[config.mk]
export PLATFORM = sky130hd
export DESIGN_NAME = speed_arbiter_flat
export DESIGN_NICKNAME = d
export VERILOG_FILES = /design/src/rtl/speed_arbiter_if.sv /design/src/rtl/speed_arbiter.sv /design/src/flat_wrapper.sv
export SDC_FILE = /design/constraint.sdc
export NUM_CORES = 1
export LEC_CHECK = 0
export CAP_MARGIN = 20
export CORE_AREA = 2 2 80 82
export CTS_CLUSTER_SIZE = 20
export DETAILED_ROUTE_END_ITERATION = 8
export DIE_AREA = 0 0 82 84
export MAX_ROUTING_LAYER = met4
export SLEW_MARGIN = 5
export SYNTH_ARGS = -nofsm -noshare
export SYNTH_HDL_FRONTEND = slang
export SYNTH_SLANG_ARGS = --single-unit
[constraint.sdc]
create_clock -name clk -period 2.5 [get_ports clk]
set_input_delay 0.75 -clock clk [delete_from_list [all_inputs] [get_ports clk]]
set_output_delay 0.75 -clock clk [all_outputs]
set_load 0.02 [all_outputs]
[src/rtl/speed_arbiter_if.sv]
// speed_arbiter_if: frame tick, game inputs and speed/state outputs of the speed arbiter.
interface speed_arbiter_if;
    logic       startOfFrame;
    logic       game_active;
    logic       faster_key;
    logic       slower_key;
    logic       crash;
    logic       finish;
    logic       fuel_empty;
    logic [4:0] speed;
    logic [2:0] state;
    logic       speed_change;
    logic       crash_active;
    modport master (
        output startOfFrame, game_active, faster_key, slower_key, crash, finish, fuel_empty,
        input  speed, state, speed_change, crash_active
    );
    modport slave (
        input  startOfFrame, game_active, faster_key, slower_key, crash, finish, fuel_empty,
        output speed, state, speed_change, crash_active
    );
endinterface

[src/rtl/speed_arbiter.sv]
// speed_arbiter: frame-paced speed FSM (launch, run, crash, coast, stop) with latched crash/finish events.
module speed_arbiter #(
    parameter int MAX_SPEED    = 27,
    parameter int CRUISE_MIN   = 12,
    parameter int STEP_FRAMES  = 10,
    parameter int CRASH_FRAMES = 45
) (
    input logic           clk,
    input logic           resetN,
    speed_arbiter_if.slave bus
);
    localparam int SW = $clog2(STEP_FRAMES + 1);
    localparam int CW = $clog2(CRASH_FRAMES + 1);

    typedef enum logic [2:0] {
        IDLE   = 3'd0,
        LAUNCH = 3'd1,
        RUN    = 3'd2,
        CRASH  = 3'd3,
        COAST  = 3'd4,
        STOP   = 3'd5
    } state_t;

    state_t        state;
    logic [4:0]    speed;
    logic [4:0]    speed_d;
    logic [SW-1:0] step;
    logic [CW-1:0] ccnt;
    logic [1:0]    last_dir;
    logic          crash_pend;
    logic          finish_pend;

    logic          crash_eff;
    logic          finish_eff;
    logic [1:0]    dir;
    logic [SW-1:0] step_inc;
    logic          step_hit;
    logic          dir_flip;
    logic          moving;

    // A pulse landing on the tick cycle itself is consumed by that tick.
    always_comb begin
        crash_eff  = crash_pend | bus.crash;
        finish_eff = finish_pend | bus.finish;
        dir        = bus.faster_key ? 2'd1 : bus.slower_key ? 2'd2 : 2'd0;
        step_inc   = step + 1'b1;
        step_hit   = step_inc == SW'(STEP_FRAMES);
        dir_flip   = dir != 2'd0 && last_dir != 2'd0 && dir != last_dir;
        moving     = state == LAUNCH || state == RUN || state == COAST;
    end

    always_ff @(posedge clk) begin
        if (resetN) begin
            state       <= IDLE;
            speed       <= '0;
            speed_d     <= '0;
            step        <= '0;
            ccnt        <= '0;
            last_dir    <= '0;
            crash_pend  <= 1'b0;
            finish_pend <= 1'b0;
        end else begin
            speed_d <= speed;
            if (!bus.startOfFrame) begin
                crash_pend  <= crash_eff;
                finish_pend <= finish_eff;
            end else if (!bus.game_active) begin
                state       <= IDLE;
                speed       <= '0;
                step        <= '0;
                ccnt        <= '0;
                last_dir    <= '0;
                crash_pend  <= 1'b0;
                finish_pend <= 1'b0;
            end else begin
                crash_pend  <= 1'b0;
                finish_pend <= finish_eff;
                last_dir    <= 2'd0;
                if (moving && crash_eff) begin
                    state <= CRASH;
                    speed <= '0;
                    step  <= '0;
                    ccnt  <= CW'(CRASH_FRAMES);
                end else if (moving && finish_eff) begin
                    state       <= STOP;
                    step        <= '0;
                    finish_pend <= 1'b0;
                end else if ((state == LAUNCH || state == RUN) && bus.fuel_empty) begin
                    state <= COAST;
                    step  <= '0;
                end else begin
                    case (state)
                        IDLE: begin
                            state       <= LAUNCH;
                            step        <= '0;
                            finish_pend <= 1'b0;
                        end
                        LAUNCH: begin
                            step <= step_hit ? '0 : step_inc;
                            if (step_hit) begin
                                speed <= speed < 5'(MAX_SPEED) ? speed + 5'd1 : speed;
                                if (speed + 5'd1 == 5'(CRUISE_MIN))
                                    state <= RUN;
                            end
                        end
                        RUN: begin
                            last_dir <= dir;
                            if (dir == 2'd0 || dir_flip)
                                step <= '0;
                            else begin
                                step <= step_hit ? '0 : step_inc;
                                if (step_hit)
                                    speed <= dir == 2'd1 ? (speed < 5'(MAX_SPEED) ? speed + 5'd1 : speed)
                                                         : (speed > 5'(CRUISE_MIN) ? speed - 5'd1 : speed);
                            end
                        end
                        COAST: begin
                            if (speed == 5'd0)
                                state <= STOP;
                            else begin
                                step <= step_hit ? '0 : step_inc;
                                if (step_hit) begin
                                    speed <= speed - 5'd1;
                                    if (speed == 5'd1)
                                        state <= STOP;
                                end
                            end
                        end
                        // A finish seen during the crash waits here and decides the exit.
                        CRASH: begin
                            if (crash_eff)
                                ccnt <= CW'(CRASH_FRAMES);
                            else if (ccnt <= CW'(1)) begin
                                ccnt        <= '0;
                                step        <= '0;
                                finish_pend <= 1'b0;
                                state       <= finish_eff ? STOP : bus.fuel_empty ? COAST : LAUNCH;
                            end else
                                ccnt <= ccnt - 1'b1;
                        end
                        STOP: begin
                            speed       <= speed == 5'd0 ? 5'd0 : speed - 5'd1;
                            finish_pend <= 1'b0;
                        end
                        default: state <= IDLE;
                    endcase
                end
            end
        end
    end

    assign bus.speed        = speed;
    assign bus.state        = state;
    assign bus.speed_change = speed != speed_d;
    assign bus.crash_active = state == CRASH;
endmodule

[src/flat_wrapper.sv]
// flat-port wrapper written by rule: the top's interface ports become plain ports
module speed_arbiter_flat 
#(
    parameter int MAX_SPEED    = 27,
    parameter int CRUISE_MIN   = 12,
    parameter int STEP_FRAMES  = 10,
    parameter int CRASH_FRAMES = 45
)
  (clk, resetN, bus_startOfFrame, bus_game_active, bus_faster_key, bus_slower_key, bus_crash, bus_finish, bus_fuel_empty, bus_speed, bus_state, bus_speed_change, bus_crash_active);
  speed_arbiter_if bus_i ();
  input logic clk;
  input logic resetN;
  input wire logic [$bits(bus_i.startOfFrame)-1:0] bus_startOfFrame;
  input wire logic [$bits(bus_i.game_active)-1:0] bus_game_active;
  input wire logic [$bits(bus_i.faster_key)-1:0] bus_faster_key;
  input wire logic [$bits(bus_i.slower_key)-1:0] bus_slower_key;
  input wire logic [$bits(bus_i.crash)-1:0] bus_crash;
  input wire logic [$bits(bus_i.finish)-1:0] bus_finish;
  input wire logic [$bits(bus_i.fuel_empty)-1:0] bus_fuel_empty;
  output wire logic [$bits(bus_i.speed)-1:0] bus_speed;
  output wire logic [$bits(bus_i.state)-1:0] bus_state;
  output wire logic [$bits(bus_i.speed_change)-1:0] bus_speed_change;
  output wire logic [$bits(bus_i.crash_active)-1:0] bus_crash_active;
  assign bus_i.startOfFrame = bus_startOfFrame;
  assign bus_i.game_active = bus_game_active;
  assign bus_i.faster_key = bus_faster_key;
  assign bus_i.slower_key = bus_slower_key;
  assign bus_i.crash = bus_crash;
  assign bus_i.finish = bus_finish;
  assign bus_i.fuel_empty = bus_fuel_empty;
  assign bus_speed = bus_i.speed;
  assign bus_state = bus_i.state;
  assign bus_speed_change = bus_i.speed_change;
  assign bus_crash_active = bus_i.crash_active;
  speed_arbiter #(.MAX_SPEED(MAX_SPEED), .CRUISE_MIN(CRUISE_MIN), .STEP_FRAMES(STEP_FRAMES), .CRASH_FRAMES(CRASH_FRAMES)) u_core (.clk(clk), .resetN(resetN), .bus(bus_i));
endmodule
==> results.toml <==
[run_status]
run_status = "finished clean"

[power_and_ir_drop]
total_power_mw = 1.06
power_leakage_nw = 1.00
ir_worst_vdd_uv = 190
power.density_nw_per_um2 = 420

[place]
place.detailed.hpwl_mm = 3.92
numPortBuffers = 18
gp_congestion = 0.863
placement.setup.worst_slack_ns = -0.328

[clocking]
cts.sink_count = 27
post_cts.repair.setup_buffers = 0
clock_latency_ns = 0.28
cts_max_level = 1
max-clock-path-buffers = 2
clk_transition_reported_paths_ns = 0.10
root_buffer = "clkbuf_8"
number_of_buffers_created_by_cts = 3
cts_tree = "built"

[detailed_routing]
ant_nets = 0
drc = 0
dr.first_iter.drc_count = 127
drt-pass1-iter-count = 4
routed_wl_mm = 5.18
vias_per_cell = 5.34
routed_wire_length_per_instance_um = 13.7
detailroute.via_count = 2015

[sta]
finish_stage_setup_viols = 0
timing.final.max_slew_violations = 0
finalSetupTns_ns = 0
final.min_clock_period_ns = 2.45
worstMarginPinSlew_ns = 0.361
worst_slack_ns = 0.0530
max-slew-margin-rel = 0.758
rsz0062_at_grt = "false"
timing.fmax_ghz = 0.409
skew_ns = 0.00590
finalHoldViolCount = 0
post-route-period-util = 0.979

[layout]
final_layout_size_suffix_gt1_frac = 0.183
final_net_count = 318
fillerInstances = 623
final_common_cell = "buf_4"
layout_stage_area_growth_over_the_synthesis_result_pct = 22.5
layout.cells.most_common_list = "buf_4 (29), nor2_1 (27), dfxtp_1 (25)"
insertedDiodeCount = 0

[yosys]
yosysUniqueCellTypes = 62
synthesis.area_per_instance_um2 = 7.70
synth.yosys.seq_area_share = 0.263
synth_area_um2 = 2060
synthesis.instances = 267
synth_enable_flop_cells = 0
synth_async_sr_flop_share = 0
synthFlopType = "dfxtp_1"
yosys_warnings = 0
syn_nets = 284
yosys_register_bits = 27

[worst_setup_path]
worst-path-max-fanout = 5
worstSetupStartpointType = "input port"
critPathMaxStageDelay_ns = 0.56
timing.critical_path.to_type = "register"
crit_slowest_cell = "or4_4"
path_class = "input port to register"
worst_path_arrival_ns = 2.64
timing.critical_path.required_ns = 2.69
chain_of_cells_forming_the_critical_path = "clkdlybuf4s50_1 -> nor3_1 -> nor2_1 -> a211o_2 -> or4_4 -> o41ai_2"

[global_route]
grt_pass1_vias = 1849
wire_length_of_the_first_global_routing_pass_mm = 8.65
globalRouteOverflowTotal = 0
antenna_found_initial = 0
grt_start_max_net_pins = 24
grt.total_usage = 0.160

[die]
starting_density_of_the_core = 0.337
dieArea_um2 = 6890
die_h_um = 84
fp-row-count = 29
floorplan.io_pins = 19
coreArea_um2 = 6100
die_w_um = 82

[job]
max_cap_viol_count = 0

[hold_path]
timing.hold.worst.class = "register to register"
cell families after synthesis:
group / after synthesis / share of synthesized area
AOI/OAI and AO/OA: 78 / 0.279
xor gates and xnor gates: 10 / 0.0426
adders and majority gates: 8 / 0.0487
buffers and inverters: 34 / 0.0712
DFF: 27 / 0.263
muxes: 10 / 0.0517
and+or+nand+nor: 100 / 0.244
layout make-up:
class / instances / area, µm² / share of cell area
repair buffers: 48 / 407 / 0.162
clock buffers: 3 / 41.3 / 0.0164
multi-input cells: 206 / 1370 / 0.544
well taps: 77 / 96.3 / 0.0383
flip-flops and latches: 27 / 543 / 0.216
inverters: 15 / 56.3 / 0.0224
clock inverters: 1 / 5.00 / 0.00199
repair_timing:
item,CTS,global route
setup endpoints to repair,3,1
pin swaps,1,0
cloned,0,0
hold buffers,0,0
gates resized for setup,3,2
layer usage:
layer | share of wire | track usage | vias to the layer above
met3 | 0.027 | 0.0238 | 3
met2 | 0.48 | 0.270 | 34
met4 | 0.0025 | 0.0273 | 0
li1 | - | - | 1021
met5 | 0 | - | -
met1 | 0.49 | 0.204 | 957
worst paths after layout:
kind	end	start	cells after the start	slack, ns
hold reg to reg	u_core.last_dir[1]	u_core.last_dir[1]	2	0.48
hold / removal	u_core.last_dir[1]	u_core.last_dir[1]	2	0.48
setup / recovery	u_core.step[3]	bus_fuel_empty	6	0.05
setup reg to reg	u_core.bus.speed[0]	u_core.bus.speed[0]	8	0.12
critical path: cells and delay by family:
kind,cells,cell delay (ns)
AO/OA/AOI/OAI,2,0.55
buffers and inverters,1,0.43
AND/OR/NAND/NOR,3,0.93
where the power goes:
part           internal [mW]  switching [mW]
Combinational          0.159           0.180
Sequential             0.444          0.0157
Clock                  0.112           0.147
per-stage QoR:
step                instances  area [µm²]  utilization  hold slack (ns)
global route              377        2520        0.413            0.488
finish                    377        2520        0.413            0.480
global placement          373        2470        0.405            0.457
detailed placement        373        2470        0.405            0.466
CTS                       377        2510        0.413            0.483
floorplan                 267        2060            -            0.445
registers in the layout, indices dropped and copies added, names as in the netlist:
register	count
u_core.bus.speed	5
u_core.last_dir	2
u_core.speed_d	5
u_core.step	4
u_core.finish_pend	1
u_core.crash_pend	1
u_core.ccnt	6
u_core.bus.state	3
synthesized netlist by cell type, types with 2 or more instances:
cell type   n  area, µm²
dfxtp_1    27        541
nor2_1     27        101
nand2_1    23       86.3
a21oi_1    22        110
inv_1      15       56.3
o21ai_0    11       55.1
nand3_1    10       50.1
nor3_1     10       50.1
clkbuf_1    8       30.0
ha_1        8        100
mux2i_1     8       80.1
nand2b_1    8       50.1
o22ai_1     8       50.1
xnor2_1     6       52.6
buf_1       5       18.8
or2_2       4       25.0
xor2_1      4       35.0
buf_2       3       15.0
nand4_1     3       18.8
nor2b_1     3       18.8
a21boi_0    2       15.0
a22o_1      2       17.5
a311oi_1    2       17.5
a31oi_1     2       12.5
buf_4       2       15.0
o221a_2     2       22.5
o311a_1     2       20.0
o31a_1      2       17.5
o31ai_1     2       15.0
o31ai_2     2       25.0
or4_1       2       15.0
or4_4       2       22.5
(Power assumes the default switching activity.)
